<file path="src/rtl/sqrt_pkg.sv">
// Widths, counter size and FSM encoding shared by the sqrt unit and its
// radicand-rebuild checker, so root/remainder widths cannot drift apart.
package sqrt_pkg;

  localparam int SQRT_QW = 16;
  localparam int SQRT_RW = SQRT_QW + 1;
  localparam int SQRT_DW = 2 * SQRT_QW;
  localparam int SQRT_CW = $clog2(SQRT_QW + 1);

  typedef enum logic [1:0] {
    IDLE = 2'd0,
    CALC = 2'd1,
    DONE = 2'd2
  } sqrt_state_e;

endpackage

</file>
<file path="src/rtl/sqrt_radicand_rebuild.sv">
// Rebuilds d = q*q + r from a root/remainder pair with a shift-add multiplier
// and reports whether the pair is a legal square-root result.
module sqrt_radicand_rebuild
  import sqrt_pkg::*;
#(
  parameter int QW = SQRT_QW,
  parameter int RW = QW + 1,
  parameter int DW = 2 * QW
) (
  input  logic          clk,
  input  logic          clr,
  input  logic          start,
  input  logic [QW-1:0] q,
  input  logic [RW-1:0] r,
  output logic [DW-1:0] d,
  output logic          ok,
  output logic          busy,
  output logic          ready
);

  localparam int CW = $clog2(QW + 1);
  localparam logic [CW-1:0] LastCnt = CW'(QW - 1);

  sqrt_state_e   state_q, state_d;
  logic [DW:0]   acc_q, acc_d;
  logic [DW:0]   mcand_q, mcand_d;
  logic [QW-1:0] mplier_q, mplier_d;
  logic [CW-1:0] cnt_q, cnt_d;
  logic [QW-1:0] qLat_q, qLat_d;
  logic [RW-1:0] rLat_q, rLat_d;
  logic [DW-1:0] d_q, d_d;
  logic          ok_q, ok_d;
  logic          ready_q, ready_d;

  always_ff @(posedge clk) begin
    if (clr) begin
      state_q  <= IDLE;
      acc_q    <= '0;
      mcand_q  <= '0;
      mplier_q <= '0;
      cnt_q    <= '0;
      qLat_q   <= '0;
      rLat_q   <= '0;
      d_q      <= '0;
      ok_q     <= 1'b0;
      ready_q  <= 1'b0;
    end else begin
      state_q  <= state_d;
      acc_q    <= acc_d;
      mcand_q  <= mcand_d;
      mplier_q <= mplier_d;
      cnt_q    <= cnt_d;
      qLat_q   <= qLat_d;
      rLat_q   <= rLat_d;
      d_q      <= d_d;
      ok_q     <= ok_d;
      ready_q  <= ready_d;
    end
  end

  // acc starts at r, so only q*q has to be accumulated; the extra top bit
  // catches the single overflowing case q*q + r == 2^DW.
  always_comb begin
    state_d  = state_q;
    acc_d    = acc_q;
    mcand_d  = mcand_q;
    mplier_d = mplier_q;
    cnt_d    = cnt_q;
    qLat_d   = qLat_q;
    rLat_d   = rLat_q;
    d_d      = d_q;
    ok_d     = ok_q;
    ready_d  = 1'b0;
    case (state_q)
      IDLE: begin
        if (start) begin
          acc_d    = {{(DW + 1 - RW){1'b0}}, r};
          mcand_d  = {{(DW + 1 - QW){1'b0}}, q};
          mplier_d = q;
          cnt_d    = '0;
          qLat_d   = q;
          rLat_d   = r;
          state_d  = CALC;
        end
      end
      CALC: begin
        if (mplier_q[0]) begin
          acc_d = acc_q + mcand_q;
        end
        mcand_d  = mcand_q << 1;
        mplier_d = mplier_q >> 1;
        cnt_d    = cnt_q + 1'b1;
        if (cnt_q == LastCnt) begin
          state_d = DONE;
        end
      end
      DONE: begin
        d_d     = acc_q[DW-1:0];
        ok_d    = (rLat_q <= {qLat_q, 1'b0}) && !acc_q[DW];
        ready_d = 1'b1;
        state_d = IDLE;
      end
      default: begin
        state_d = IDLE;
      end
    endcase
  end

  assign d     = d_q;
  assign ok    = ok_q;
  assign ready = ready_q;
  assign busy  = (state_q == CALC);

endmodule

</file>
<file path="config.mk">
export PLATFORM = sky130hd
export DESIGN_NAME = sqrt_radicand_rebuild
export DESIGN_NICKNAME = d
export VERILOG_FILES = /design/src/rtl/sqrt_pkg.sv /design/src/rtl/sqrt_radicand_rebuild.sv
export SDC_FILE = /design/constraint.sdc
export NUM_CORES = 1
export LEC_CHECK = 0
export ABC_AREA = 0
export ABC_CLOCK_PERIOD_IN_PS = 3200
export BUFFER_PORTS_ARGS = -buffer_cell sky130_fd_sc_hd__buf_2
export CAP_MARGIN = 20
export CORE_ASPECT_RATIO = 0.8
export CORE_MARGIN = 2
export CORE_UTILIZATION = 60
export DETAILED_ROUTE_END_ITERATION = 7
export MAX_ROUTING_LAYER = met4
export PLACE_DENSITY = 0.8
export SYNTH_ARGS = -nofsm -noshare
export SYNTH_HDL_FRONTEND = slang
export SYNTH_SLANG_ARGS = --single-unit
</file>
<file path="constraint.sdc">
create_clock -name clk -period 3.2 [get_ports clk]
set_input_delay 0.16 -clock clk [delete_from_list [all_inputs] [get_ports clk]]
set_output_delay 0.16 -clock clk [all_outputs]
set_load 0.01 [all_outputs]
</file>
# After elaboration in Yosys (flattened, before gate mapping)
# Index checks and enable logic that the tools add are counted.
[totals]
regBits = 156
n_memories = 0
input_bits = 36
rom_bits = 0
word_cells = 40
output_inout_bits = 35
ram_bits = 0
latchBits = 0
[classes]
muxes = 13
order_cmp = 1
reduce_logical = 8
add_sub_neg = 2
n_eq_ne = 6
div_mod_pow = 0
n_shift = 0
bitwise = 0
mul = 0
[op_table]
columns = ["cell", "n"]
rows = [
  ["$pmux W33 S2", 2],
  ["$mux W33", 3],
  ["$add A33 B33 Y33", 1],
  ["$pmux W16 S2", 1],
  ["$le A17 B17 Y1", 1],
  ["$mux W16", 1],
  ["$pmux W5 S2", 1],
  ["$reduce_and A2 Y1", 3],
  ["$add A5 B1 Y5 const B", 1],
  ["$eq A5 B4 Y1 const B", 1],
  ["$mux W5", 1],
  ["$mux W2", 2],
  ["$ne A2 B1 Y1 const B", 2],
  ["$pmux W2 S2", 1],
  ["$reduce_and A3 Y1", 1],
  ["$eq A2 B1 Y1 const B", 1],
  ["$eq A2 B2 Y1 const B", 1],
  ["$logic_not A2 Y1", 1],
  ["$ne A2 B2 Y1 const B", 1],
  ["$reduce_bool A2 Y1", 1],
  ["$logic_and A1 B1 Y1", 1],
  ["$logic_not A1 Y1", 1],
  ["$mux W1", 1],
]

# Logic depth before layout (Yosys ltp)
[depth]
ltp_word = 3
mapped_depth = 10
ltp_nobuf = 10

# Worst setup path before layout
# OpenSTA, ideal clock, no wires.
[synth_timing]
path_kind = "register -> register"
startpoint = "register acc_q[0]"
endpoint = "register acc_q[26]"
arrival_time_ns = 2.396
setup_ns = 0.126
required_time_ns = 3.074
setup_slack_ns = 0.678
n_path_buf = 0
period_less_slack_ns = 2.522
path_stages_with_launch = 11
path_cell_list = "dfxtp_1 > ha_1 > fa_1 > a211oi_1 > o21ai_1 > a221oi_2 > a211oi_2 > o31ai_4 > o21ai_1 > xnor2_1 > o21ai_1"
[synth_via]
elab_chain_len = 3
[synth_rtl]
columns = ["element", "line", "source"]
rows = [
  ["start, declared", "sqrt_radicand_rebuild.sv:25", "logic [DW:0] acc_q, acc_d;"],
  ["start signal, assigned", "sqrt_radicand_rebuild.sv:38", "acc_q <= '0;"],
  ["start signal, assigned", "sqrt_radicand_rebuild.sv:49", "acc_q <= acc_d;"],
  ["$add A33 B33 Y33", "sqrt_radicand_rebuild.sv:88", "acc_d = acc_q + mcand_q;"],
  ["$mux W33", "sqrt_radicand_rebuild.sv:87", "if (mplier_q[0]) begin"],
  ["$pmux W33 S2", "sqrt_radicand_rebuild.sv:74", "case (state_q)"],
]
# No other way between the ends. The select of a mux whose other input is x is not followed.
# A chain may end at the register's enable or synchronous reset.

# Final worst setup path
# Ends and elaborated chain as after synthesis.

==> flow_results.org <==
** Pwr
- Registers are responsible for 43.9% of the overall power.
- Total power for the finished layout comes to 4.74 mW.
- Clock network fraction of total power :: 44.7%
- PwrDens :: 534 nW/um^2
- Summed over all nets, the switching power comes to 1.21 mW.
- Sw Share :: 25.5%
- The analysis attributes to cell leakage a power of 3.64 nW.
- Part of the power in combinational logic :: 11.4%
- Internal power consumption :: 3.53 mW
- VDD sags by at most 0.398 mV.

** Setup path
- Required @ worst endpoint :: 3500 ps
- Launch point of the critical path :: acc_q[0]
- On the worst path, the slowest cell contributes a delay of 440 ps.
- On the critical path, the stage with the largest delay is an instance of sky130_fd_sc_hd__fa_1.
- Traced cell by cell, the critical path runs through ha_1 > fa_1 > a211oi_1 > o21ai_1 > a221oi_2 > a211oi_2 > o31ai_4 > o21ai_1 > xnor2_1 > o21ai_1.
- Critical path fanouts, max :: 4
- Arrival time worst endpoint :: 3150 ps
- The worst setup path is captured at a register.
- The worst setup path is of the register to register kind.
- Cell occurring most often along the worst timing path :: sky130_fd_sc_hd__o21ai_1
- The worst register-to-register path begins at acc_q[0].
- The worst setup path is launched from a register.

** CTS
- The H-tree was split into 4 levels.
- Number of buffers inserted during clock tree synthesis :: 17
- Clock tree synthesis found a total of 156 sinks.
- CTS Root Buffer Type :: sky130_fd_sc_hd__clkbuf_16
- Post-CTS timing repair inserted 0 buffers for setup.
- After clock tree synthesis, the clock-pin slew on the worst setup and hold paths is 60 ps.
- No sink is reached through more buffers than the 2 on the longest clock path.
- TritonCTS built the clock tree.
- For the worst-skew pair, the clock arrives at the later sink with an insertion delay of 430 ps.

** Yosys
- Yosys synthesis warning count :: 0
- The share of the Yosys chip area taken by registers is 40.0%.
- The synthesized design contains 0 enable-type register cells.
- Post-synth design cell area :: 7800 um^2
- Synth Flop Type :: sky130_fd_sc_hd__dfxtp_1
- In this run, synthesis produced a sequential element count of 156.
- Synthesis produced a netlist with a net count of 1,091.
- Share of flip-flops with an asynchronous set or reset after synthesis :: 0%
- Synthesized area divided by synthesized cell count :: 7.77 um^2
- Counting every instance in the synthesized netlist gives 1,004.
- The synthesized netlist contains 60 unique library cells.

** Timing
- Adding up every negative setup slack in the final design gives 0 ps.
- Unrepaired setup endpoints after global routing :: no
- Measured against its own limit, the worst slew margin works out to 30.5%.
- Final period util :: 89.2%
- Worst Clk Skew :: 9.97 ps
- Hold Vio Cnt, Final :: 0
- Shortest clock period the worst path allows after layout :: 2860 ps
- Max-slew violation count :: 0
- Slew @ Worst Pin :: 1040 ps
- Hold is met by 8.57 ps.
- Once routing completed, OpenROAD measured the worst setup slack at 344 ps.
- Fmax :: 0.350 GHz
- Setup violations remaining at the end of the flow were counted as 0.

** Global routing
- Overflow left after global routing :: 0
- Tot GR Track Use :: 30.3%
- Entering global routing, the biggest net connects 64 pins.
- First-pass GRT wire length :: 33.1 mm
- Number of global-route vias before repair :: 6,594
- The number of antenna violations at the first check in global routing was 0.

** Placement
- HPWL after DPL :: 14.1 mm
- Pre-CTS setup slack :: 389 ps
- Final weighted congestion in routability-driven placement :: 0.980
- Port buffering added 70 buffers.
- Cells after DPL :: 1,194
- Placement-stage cell area :: 8210 um^2

** Final layout
- P&R area growth vs syn :: 13.8%
- In the final layout, the share of cells above drive strength 1 is 12.3%.
- Final core utilization :: 69.5%
- Cell area after layout :: 8880 um^2
- Fill cells :: 1,068
- Total area of multi-input combinational cells :: 4350 um^2
- Leaving out fill and tap cells, the most frequent cell in the layout is sky130_fd_sc_hd__nand2_1.
- # nets final :: 1,130
- Sequential cell area :: 3120 um^2
- Antenna diode count :: 0
- Commonest cells after routing, fill and taps aside :: 275 x sky130_fd_sc_hd__nand2_1, 156 x sky130_fd_sc_hd__dfxtp_1, 122 x sky130_fd_sc_hd__a21oi_1
- The finished layout holds 1,230 standard cells, fillers aside.

** Floorplanning
- The total area inside the core boundary comes to 12,800 um^2.
- Die outline height :: 106 um
- The floorplan step set the die width to 131 um.
- IO Pins :: 71
- The floorplan has 37 rows.
- Initial Util :: 61.0%
- The die covers 13,900 um^2.

** Min path
- Class of the most critical hold timing path :: input pin to register
- In this run the most critical hold path is launched from r[1].

** Routing
- Across all layers, the routed design uses 7,269 vias.
- In the routed design, unresolved DRC markers number 0.
- In this run the remaining antenna-violating nets after routing total 0.
- Count of routing violations after the opening detailed-route iteration :: 751
- In the final routed layout, each cell accounts on average for 16.5 um.
- The routed design has 20.3 mm of wire.
- Routed via count divided by cell count :: 5.91
- Iteration count of the initial detailed-routing pass :: 5

** Run
- Max-Cap Viols :: 0

** Status
- The run finished with clean final reports.
flip-flops by register name, summed over array words and instances (netlist names):
signal	flops
ok	1
acc_q	33
rLat_q	17
qLat_q	16
mcand_q	33
state_q	2
d	32
ready	1
cnt_q	5
mplier_q	16
what timing repair did:
item                      in CTS  in global routing
hold buffers                   5                  0
gates resized for setup        0                  0
hold endpoints to repair       5                  0
path summary, 6_finish.rpt:
| check | end | slack [ps] | cells past startpoint |
|---|---|---|---|
| min reg2reg | d[23] | 450 | 2 |
| max reg2reg | acc_q[26] | 340 | 10 |
| max | acc_q[26] | 340 | 10 |
| min | rLat_q[1] | 9 | 3 |
cell families after synthesis:
| kind of cell | Yosys count | synth area share (%) |
|---|---|---|
| compound gates | 280 | 22.9 |
| fa+ha+maj | 51 | 8.28 |
| xor+xnor | 26 | 2.92 |
| buf+inv | 89 | 4.33 |
| mux | 2 | 0.257 |
| simple gates | 400 | 21.3 |
| flops | 156 | 40.0 |
per-layer routing:
| metal | GRT usage (%) | vias to the layer above | part of all wire, % |
|---|---|---|---|
| met5 | - | - | 0 |
| li1 | - | 3570 | - |
| met2 | 44.1 | 295 | 42 |
| met3 | 7.73 | 21 | 8.8 |
| met1 | 42.3 | 3383 | 48 |
| met4 | 7.22 | 0 | 1.1 |
synthesized netlist by cell type, types with 4 or more instances:
cell type / number / area share (%)
sky130_fd_sc_hd__xnor2_1: 22 / 2.5
sky130_fd_sc_hd__buf_1: 4 / 0.19
sky130_fd_sc_hd__nand2_1: 275 / 13
sky130_fd_sc_hd__a31oi_1: 31 / 2.5
sky130_fd_sc_hd__xor2_1: 4 / 0.45
sky130_fd_sc_hd__nand3_1: 26 / 1.7
sky130_fd_sc_hd__nor2_1: 51 / 2.5
sky130_fd_sc_hd__nand4_1: 13 / 1.0
sky130_fd_sc_hd__o21ai_0: 33 / 2.1
sky130_fd_sc_hd__a311oi_1: 13 / 1.5
sky130_fd_sc_hd__and3_1: 7 / 0.56
sky130_fd_sc_hd__nor2b_1: 4 / 0.32
sky130_fd_sc_hd__a211oi_1: 5 / 0.48
sky130_fd_sc_hd__o21bai_1: 5 / 0.48
sky130_fd_sc_hd__a21o_1: 22 / 2.1
sky130_fd_sc_hd__inv_1: 24 / 1.2
sky130_fd_sc_hd__ha_1: 50 / 8.0
sky130_fd_sc_hd__o21ai_1: 7 / 0.45
sky130_fd_sc_hd__dfxtp_1: 156 / 40
sky130_fd_sc_hd__a21oi_1: 123 / 7.9
sky130_fd_sc_hd__clkbuf_1: 58 / 2.8
sky130_fd_sc_hd__nand2b_1: 7 / 0.56
critical path, delay by kind of cell (launching register included):
| family | cells | cell delay, ps |
|---|---|---|
| AOI/OAI and AO/OA | 7 | 1590 |
| xor gates and xnor gates | 1 | 150 |
| adders and majority gates | 2 | 670 |
| DFF | 1 | 320 |
power groups by stage:
| stage | Combinational [mW] | Clock, mW | Sequential (mW) |
|---|---|---|---|
| floorplan | 0.382 | 0 | 2.10 |
| global placement | 0.512 | 0 | 2.12 |
| detailed placement | 0.519 | 0 | 2.12 |
| CTS | 0.529 | 2.12 | 2.08 |
| global route | 0.600 | 2.23 | 2.09 |
| finish | 0.539 | 2.12 | 2.08 |
cell type report:
type	count	share of cell area [%]
clock inverter	11	1.87
clock buffer	20	5.03
multi-input combinational	759	49.0
sequential	156	35.2
inverter	24	1.01
timing repair buffer	85	5.38
tap	175	2.47
No activity file was read; power rests on OpenSTA's default activity.
